--- config.mk ---
export PLATFORM = sky130hd
export DESIGN_NAME = minsec_stopwatch_ctrl
export DESIGN_NICKNAME = d
export VERILOG_FILES = /design/src/rtl/minsec_stop_pkg.sv /design/src/rtl/minsec_time_counter.sv /design/src/rtl/minsec_stopwatch_ctrl.sv
export SDC_FILE = /design/constraint.sdc
export NUM_CORES = 1
export LEC_CHECK = 0
export CORE_AREA = 2 2 70 72
export CTS_BUF_LIST = sky130_fd_sc_hd__clkbuf_4 sky130_fd_sc_hd__clkbuf_8 sky130_fd_sc_hd__clkbuf_16
export DETAILED_ROUTE_END_ITERATION = 16
export DIE_AREA = 0 0 72 74
export GPL_TIMING_DRIVEN = 0
export PLACE_DENSITY = 0.74
export SETUP_SLACK_MARGIN = 0.02
export SLEW_MARGIN = 20
export SYNTH_ARGS = -nofsm -noshare
export SYNTH_HDL_FRONTEND = slang
export SYNTH_SLANG_ARGS = --single-unit
--- constraint.sdc ---
create_clock -name clk -period 6 [get_ports clk]
set_clock_uncertainty 0.15 [all_clocks]
set_input_delay 1.2 -clock clk [delete_from_list [all_inputs] [get_ports clk]]
set_output_delay 1.2 -clock clk [all_outputs]
set_load 0.02 [all_outputs]
--- src/rtl/minsec_stop_pkg.sv ---
// minsec_stop_pkg: shared state encoding, default wrap values and count widths
package minsec_stop_pkg;
    typedef enum logic [1:0] {IDLE, RUN, LAP, PAUSE} state_e;
    localparam int CSEC_MAX_DEF = 99;
    localparam int SEC_MAX_DEF = 59;
    localparam int MIN_MAX_DEF = 59;
    localparam int MIN_W = 6;
    localparam int SEC_W = 6;
    localparam int CSEC_W = 7;
endpackage

--- src/rtl/minsec_time_counter.sv ---
// minsec_time_counter: cascaded prescaler/csec/sec/min counter with clear and overflow pulse
module minsec_time_counter
    import minsec_stop_pkg::*;
#(
    parameter int TICKS_PER_CSEC = 10,
    parameter int CSEC_MAX = CSEC_MAX_DEF,
    parameter int SEC_MAX = SEC_MAX_DEF,
    parameter int MIN_MAX = MIN_MAX_DEF
) (
    input  logic              clk,
    input  logic              reset,
    input  logic              en_i,
    input  logic              clr_i,
    output logic [MIN_W-1:0]  min_o,
    output logic [SEC_W-1:0]  sec_o,
    output logic [CSEC_W-1:0] csec_o,
    output logic              overflow_o
);
    localparam int SUB_W = $clog2(TICKS_PER_CSEC + 1);
    logic [SUB_W-1:0] sub_q, sub_d;
    logic [CSEC_W-1:0] csec_q, csec_d;
    logic [SEC_W-1:0] sec_q, sec_d;
    logic [MIN_W-1:0] min_q, min_d;
    logic ovf_q, c_inc, s_inc, m_inc, wrap;
    always_comb begin
        c_inc = en_i && sub_q == SUB_W'(TICKS_PER_CSEC - 1);
        s_inc = c_inc && csec_q == CSEC_W'(CSEC_MAX);
        m_inc = s_inc && sec_q == SEC_W'(SEC_MAX);
        wrap = m_inc && min_q == MIN_W'(MIN_MAX);
        sub_d = clr_i ? '0 : !en_i ? sub_q : c_inc ? '0 : sub_q + 1'b1;
        csec_d = clr_i ? '0 : !c_inc ? csec_q : s_inc ? '0 : csec_q + 1'b1;
        sec_d = clr_i ? '0 : !s_inc ? sec_q : m_inc ? '0 : sec_q + 1'b1;
        min_d = clr_i ? '0 : !m_inc ? min_q : wrap ? '0 : min_q + 1'b1;
    end
    always_ff @(posedge clk or posedge reset) begin
        if (reset) begin
            sub_q <= '0;
            csec_q <= '0;
            sec_q <= '0;
            min_q <= '0;
            ovf_q <= 1'b0;
        end else begin
            sub_q <= sub_d;
            csec_q <= csec_d;
            sec_q <= sec_d;
            min_q <= min_d;
            ovf_q <= wrap && !clr_i;
        end
    end
    // Next-state counts are exported so the display register adds only one cycle of latency.
    assign min_o = min_d;
    assign sec_o = sec_d;
    assign csec_o = csec_d;
    assign overflow_o = ovf_q;
endmodule

--- src/rtl/minsec_stopwatch_ctrl.sv ---
// minsec_stopwatch_ctrl: stopwatch control FSM with live/lap-frozen registered display
module minsec_stopwatch_ctrl
    import minsec_stop_pkg::*;
#(
    parameter int TICKS_PER_CSEC = 10,
    parameter int CSEC_MAX = CSEC_MAX_DEF,
    parameter int SEC_MAX = SEC_MAX_DEF,
    parameter int MIN_MAX = MIN_MAX_DEF
) (
    input  logic              clk,
    input  logic              reset,
    input  logic              tick,
    input  logic              btn_run_stop,
    input  logic              btn_clear,
    input  logic              btn_lap,
    output logic [MIN_W-1:0]  disp_min,
    output logic [SEC_W-1:0]  disp_sec,
    output logic [CSEC_W-1:0] disp_csec,
    output logic              running,
    output logic              lap_active,
    output logic              overflow,
    output logic              tick_gen_rst
);
    state_e state_q, state_d;
    logic [MIN_W-1:0] cnt_min, disp_min_q, disp_min_d;
    logic [SEC_W-1:0] cnt_sec, disp_sec_q, disp_sec_d;
    logic [CSEC_W-1:0] cnt_csec, disp_csec_q, disp_csec_d;
    logic running_q, lap_q, tgr_q, tgr_d, clr, en, hold;
    minsec_time_counter #(
        .TICKS_PER_CSEC(TICKS_PER_CSEC),
        .CSEC_MAX(CSEC_MAX),
        .SEC_MAX(SEC_MAX),
        .MIN_MAX(MIN_MAX)
    ) u_cnt (
        .clk(clk),
        .reset(reset),
        .en_i(en),
        .clr_i(clr),
        .min_o(cnt_min),
        .sec_o(cnt_sec),
        .csec_o(cnt_csec),
        .overflow_o(overflow)
    );
    always_comb begin
        state_d = state_q;
        case (state_q)
            IDLE:  state_d = btn_run_stop ? RUN : IDLE;
            RUN:   state_d = btn_run_stop ? PAUSE : btn_lap ? LAP : RUN;
            LAP:   state_d = btn_run_stop ? PAUSE : btn_lap ? RUN : LAP;
            PAUSE: state_d = btn_clear ? IDLE : btn_run_stop ? RUN : PAUSE;
        endcase
        clr = state_q == PAUSE && btn_clear;
        en = tick && (state_q == RUN || state_q == LAP);
        tgr_d = (state_q == IDLE && btn_run_stop) || clr;
        // The display register itself holds the lap snapshot while staying in LAP.
        hold = state_q == LAP && state_d == LAP;
        disp_min_d = hold ? disp_min_q : cnt_min;
        disp_sec_d = hold ? disp_sec_q : cnt_sec;
        disp_csec_d = hold ? disp_csec_q : cnt_csec;
    end
    always_ff @(posedge clk or posedge reset) begin
        if (reset) begin
            state_q <= IDLE;
            disp_min_q <= '0;
            disp_sec_q <= '0;
            disp_csec_q <= '0;
            running_q <= 1'b0;
            lap_q <= 1'b0;
            tgr_q <= 1'b0;
        end else begin
            state_q <= state_d;
            disp_min_q <= disp_min_d;
            disp_sec_q <= disp_sec_d;
            disp_csec_q <= disp_csec_d;
            running_q <= state_d == RUN || state_d == LAP;
            lap_q <= state_d == LAP;
            tgr_q <= tgr_d;
        end
    end
    assign disp_min = disp_min_q;
    assign disp_sec = disp_sec_q;
    assign disp_csec = disp_csec_q;
    assign running = running_q;
    assign lap_active = lap_q;
    assign tick_gen_rst = tgr_q;
endmodule

Yosys cells after proc, flatten, opt, wreduce, memory -nomap -nowiden
Index checks and enable logic that the tools add are counted.
W data, S select, Z words.
{ "op_classes": {"n_eq_ne": 9, "reduce_logical": 15, "muxes": 20, "addsub": 4} }
{ "op_table": {"columns": ["op", "count"], "rows": [
  ["$mux W6", 6],
  ["$mux W7", 3],
  ["$add A6 B1 Y6 const B", 2],
  ["$eq A6 B6 Y1 const B", 2],
  ["$mux W2", 6],
  ["$mux W4", 3],
  ["$logic_and A1 B1 Y1", 9],
  ["$pmux W2 S4", 1],
  ["$add A7 B1 Y7 const B", 1],
  ["$eq A7 B7 Y1 const B", 1],
  ["$eq A2 B2 Y1 const B", 3],
  ["$add A4 B1 Y4 const B", 1],
  ["$eq A2 B1 Y1 const B", 2],
  ["$eq A4 B4 Y1 const B", 1],
  ["$logic_or A1 B1 Y1", 3],
  ["$logic_not A2 Y1", 1],
  ["$reduce_bool A2 Y1", 1],
  ["$logic_not A1 Y1", 1],
  ["$mux W1", 1]
]} }
{ "word_totals": {"elab_cells": 60, "out_inout_bits": 23, "register_bits": 48, "input_bits": 6} }

Longest topological paths before layout
{ "depth": {"depth_word": 10, "mapped_depth": 12, "ltp_nobuf": 10} }

Modules after synthesis
From an unflattened synthesis, not the netlist that was laid out.
{ "unflattened": {"hier_cells": 207, "hier_area_um2": 2378.5} }
{ "modules_own_cells": {"columns": ["mod", "area_per_inst_um2", "n_inst", "cells_per_inst", "seq_area_each_um2"], "rows": [
  ["minsec_time_counter", 1322.5, 1, 139, 600.6],
  ["minsec_stopwatch_ctrl", 1056.0, 1, 68, 600.6]
]} }

Worst setup path before layout
Ideal clock, no wire load.
{ "synth_path": {"path_kind": "input to register", "from": "in btn_lap", "to": "reg disp_sec_q[0], in the netlist disp_sec[0]", "required_ps": 5713, "cell_stages": 9, "path_slack_ps": 2954, "path_buffers": 2, "setup_time_ps": 137, "arrival_ps": 2758, "cell_sequence": "mux2_2 -> o32ai_1 -> nand2_1 -> o21ai_0 -> ha_1 -> and2_1 -> buf_1 -> clkbuf_1 -> o41ai_2"} }
{ "synth_between": {"elab_chain_cells": 5, "word_cells_on_any_way": 7, "classes_between": "eq/ne: 1; mux: 5; reduce/logical: 1"} }
{ "synth_lines": {"columns": ["element", "line_no", "text"], "rows": [
  ["from (decl)", "minsec_stopwatch_ctrl.sv:15", "input logic btn_lap,"],
  ["$mux W2, on equally long branches (2 in series)", "minsec_stopwatch_ctrl.sv:49, minsec_stopwatch_ctrl.sv:48", null],
  ["$pmux W2 S4 *", "minsec_stopwatch_ctrl.sv:46", "case (state_q)"],
  ["$eq A2 B2 Y1 *", "minsec_stopwatch_ctrl.sv:56", "hold = state_q == LAP && state_d == LAP;"],
  ["$logic_and A1 B1 Y1 *", "minsec_stopwatch_ctrl.sv:56", null],
  ["to (signal assigned)", "minsec_stopwatch_ctrl.sv:73", "disp_sec_q <= disp_sec_d;"],
  ["to (decl)", "minsec_stopwatch_ctrl.sv:26", "logic [SEC_W-1:0] cnt_sec, disp_sec_q, disp_sec_d;"]
]} }
Every way passes the cells marked *; elsewhere a longest branch is shown, timed or not.
A chain may end at the register's enable or synchronous reset.

Worst setup path in the final report
Ends and elaborated chain as after synthesis.

==> summary.md <==
| Metric | Value |
|---|---|
| FF-to-FF path depth | 11 |
| Startpoint Class | input pin |
| Xor/xnor share of the synthesized area | 3.61% |
| All-Layer GR Usage | 19.6% |
| Leak pwr | 1.41 nW |
| Syn Inst Count | 224 |
| Synth Cell Area | 2420 sq um |
| CTS tree | built |
| Crit-path cells | clkdlybuf4s50_1, mux2_2, o32ai_1, nand2_1, o21ai_0, ha_1, and2_1, buf_1, clkbuf_1, o41ai_2 |
| Final Cycle Share | 62.5% |
| Antenna Cells | 0 |
| Max Freq | 267 MHz |
| Final WS setup | 2.25 ns |
| Crit-path max cell delay | 0.55 ns |
| Clock Sink Count | 48 |
| H-Tree Depth | 2 |
| DR iter-0 viols | 70 |
| Minimum clock period | 3.75 ns |
| # rows | 25 |
| CP required | 6.02 ns |
| Primary FF master, synth | dfrtp_1 |
| Crit path to | disp_sec[0] |
| Mean area per synthesized cell | 10.8 sq um |
| First-pass DRT Iterations | 4 |
| Post-synth top area share | 49.6% |
| Slew HR | 57.3% |
| Initial antenna violation count | 0 |
| CP bufs+invs | 3 |
| Worst Hold Class | flop to flop |
| CP Depth | 10 |
| Dpl ws | 1.93 ns |
| Post-synth EDFFs | 0 |
| Max clock buf depth | 2 |
| PostCTS Resize Cnt | 0 |
| Max_cap viols | 0 |
| Die Area | 5330 sq um |
| Total power | 0.000723 W |
| Clk_lat worst skew | 0.31 ns |
| Setup violators final | 0 |
| Flop2flop setup slack | 3.00 ns |
| Setup total negative slack | 0 ns |
| Root buf cell | clkbuf_8 |
| DRC Markers | 0 |
| Asr flop ratio synth | 100% |
| Synth Area in Simple Gates | 22.0% |
| # fillers | 406 |
| CTS Buf Count | 5 |
| Seq/Total Area, Yosys | 49.6% |
| Final instance area | 2880 sq um |
| Number of port buffers | 28 |
| Placed Instance Area | 2790 sq um |
| Post-Syn Nets | 241 |
| Post-synthesis compound-gate area fraction | 12.0% |
| Kind of critical path | input pin to flop |
| Final number of hold-violating endpoints | 0 |
| Arrival @ worst endpoint | 3.77 ns |
| Core Region | 4600 sq um |
| Cts hold-fix bufs | 0 |
| Final net count | 277 |
| #FFs+latches synth | 48 |
| RSZ-0062 raised after global routing | no |
| DIE WIDTH | 72 um |
| DR vias | 1,741 |
| Worst-Margin Slew | 0.640 ns |
| Largest cells by area after synthesis | dfrtp_1 (50%), ha_1 (5.7%), nand2_1 (3.7%) |
| WL/cell | 14.8 um |
| Highest-delay cell along the critical path | clkbuf_1 |
| Netlist cell types | 47 |
| CP endpoint kind | flop |
| FF-to-FF Start | state_q[0] |
| P&R area growth vs syn | 19.0% |
| Mux cell area share after synthesis | 3.98% |
| Setup bufs post-CTS | 0 |
| GPL Wtd Cong | 0.850 |
| Ys Warns | 0 |
| Max VDD drop | 0.182 mV |
| Filler-free cell count of the finished design | 315 |
| Post-Synth Adder-Cell Area | 5.68% |
| Cell taking the most area after synthesis | dfrtp_1 |
| CP Launch Point | btn_lap |
| Share of post-route cells with drive strength above 1 | 12.3% |
| Final slew viol count | 0 |
| Final ANT Viol Nets | 0 |
| Via/cell ratio | 5.53 |
| Number of cells after detailed placement | 307 |
| First-pass GRT wire length | 7920 um |
| Vias in the first global route | 1,691 |
| Combinational family with the most area after synthesis | simple AND/OR/NAND/NOR gates |
| Detailed placement HPWL | 3380 um |
| Initial Util | 52.7% |
| Largest net degree at the start of global routing | 33 |
| GRT overflow | 0 |
| Critical path fanouts, max | 10 |
| Clk pin slew, worst setup/hold paths | 0.09 ns |
| Outcome | finished, final reports clean |
| Power Density | 251 nW/um^2 |
| Reg2reg end | disp_sec[0] |
| I/O Pins | 29 |
| CP delay by family, top | buffers and inverters |
| Die Y | 74 um |
| Wirelength, routed | 4670 um |
[sequential cells by signal, summed over array words and instances (netlist names)]
name / count
u_cnt.sub_q: 4
u_cnt.min_q: 6
disp_sec: 6
disp_csec: 7
state_q: 2
running: 1
tick_gen_rst: 1
u_cnt.overflow_o: 1
lap_active: 1
u_cnt.csec_q: 7
disp_min: 6
u_cnt.sec_q: 6
[worst min-delay path: stages, from the launching register on]
cell,delay [ns]
dfrtp_1,0.35
nand2_1,0.05
o31ai_1,0.05
[layout make-up]
| cell class | instances | area, sq um | area share (%) |
|---|---|---|---|
| multi-input cells | 159 | 1140 | 39.7 |
| clock buffers | 5 | 68.8 | 2.39 |
| well taps | 54 | 67.6 | 2.34 |
| plain buffers | 10 | 51.3 | 1.78 |
| clock inverters | 3 | 23.8 | 0.824 |
| flip-flops and latches | 48 | 1200 | 41.6 |
| repair buffers | 29 | 300 | 10.4 |
| inverters | 7 | 26.3 | 0.911 |
[metal layers]
metal / vias to the layer above / GRT usage, % / share of wire (%)
met4: 0 / 8.18 / 1.9
li1: 869 / - / -
met2: 33 / 31.0 / 47
met3: 8 / 5.15 / 3.5
met1: 831 / 25.9 / 47
met5: - / 0 / 0
[cell usage in the layout, fill, tap and decap left out, types with 2 or more instances in the layout]
| master | netlist | layout |
|---|---|---|
| dfrtp_1 | 48 | 48 |
| clkdlybuf4s50_1 | 0 | 28 |
| nand2_1 | 24 | 24 |
| nor2_1 | 17 | 17 |
| ha_1 | 11 | 11 |
| a21oi_1 | 10 | 10 |
| o21ai_1 | 10 | 10 |
| xnor2_1 | 8 | 8 |
| and2_1 | 7 | 7 |
| nor3_1 | 7 | 7 |
| nand3_1 | 6 | 6 |
| inv_1 | 7 | 6 |
| o21ai_0 | 5 | 5 |
| clkbuf_1 | 5 | 5 |
| clkbuf_8 | 0 | 5 |
| nand4_1 | 4 | 4 |
| mux2_2 | 4 | 4 |
| mux2i_1 | 4 | 4 |
| and4b_1 | 3 | 3 |
| a21o_1 | 3 | 3 |
| o31ai_1 | 3 | 3 |
| nor4_4 | 3 | 3 |
| buf_2 | 2 | 2 |
| or3_1 | 2 | 2 |
| nand2_2 | 2 | 2 |
| o41ai_2 | 2 | 2 |
| and3_1 | 2 | 2 |
| a211o_1 | 2 | 2 |
| nor4_1 | 2 | 2 |
| xor2_1 | 2 | 2 |
| clkinvlp_4 | 0 | 2 |
[cells by family (layout without fill, tap and decap cells)]
kind of cell | after synthesis | after routing
muxes | 9 | 9
and+or+nand+nor | 88 | 88
buffers and inverters | 17 | 54
adders and majority gates | 11 | 11
AOI/OAI and AO/OA | 41 | 41
xor gates and xnor gates | 10 | 10
DFF | 48 | 48
[Yosys cell counts, types with 3 or more instances]
master	instances
a21o_1	3
clkbuf_1	5
and4b_1	3
xnor2_1	8
nor4_4	3
nor3_1	7
mux2_2	4
nand4_1	4
nand3_1	6
o31ai_1	3
dfrtp_1	48
mux2i_1	4
o21ai_0	5
nand2_1	24
and2_1	7
o21ai_1	10
ha_1	11
nor2_1	17
inv_1	7
a21oi_1	10
[worst min-delay path by stage]
stage,endpoint,startpoint,cells past startpoint
after global placement,disp_csec[1],disp_csec[1],2
after floorplan,u_cnt.min_q[4],u_cnt.min_q[4],2
after CTS,disp_csec[1],disp_csec[1],2
final,disp_csec[1],disp_csec[1],2
after detailed placement,disp_sec[5],disp_sec[5],2
after global routing,disp_sec[3],disp_sec[3],2
[power by group]
group          internal (W)  total [W]  switching, W
sequential         0.000349   0.000372     0.0000221
combinational     0.0000662   0.000155     0.0000883
clock             0.0000826   0.000197      0.000114
total              0.000498   0.000723      0.000224
[stage by stage]
step / util [%] / hold WS [ns]
after floorplan: - / 0.371
after global placement: 60.3 / 0.315
after detailed placement: 60.7 / 0.320
after CTS: 62.7 / 0.342
after global routing: 62.7 / 0.366
final: 62.7 / 0.331
No activity file was read; power rests on OpenSTA's default activity.
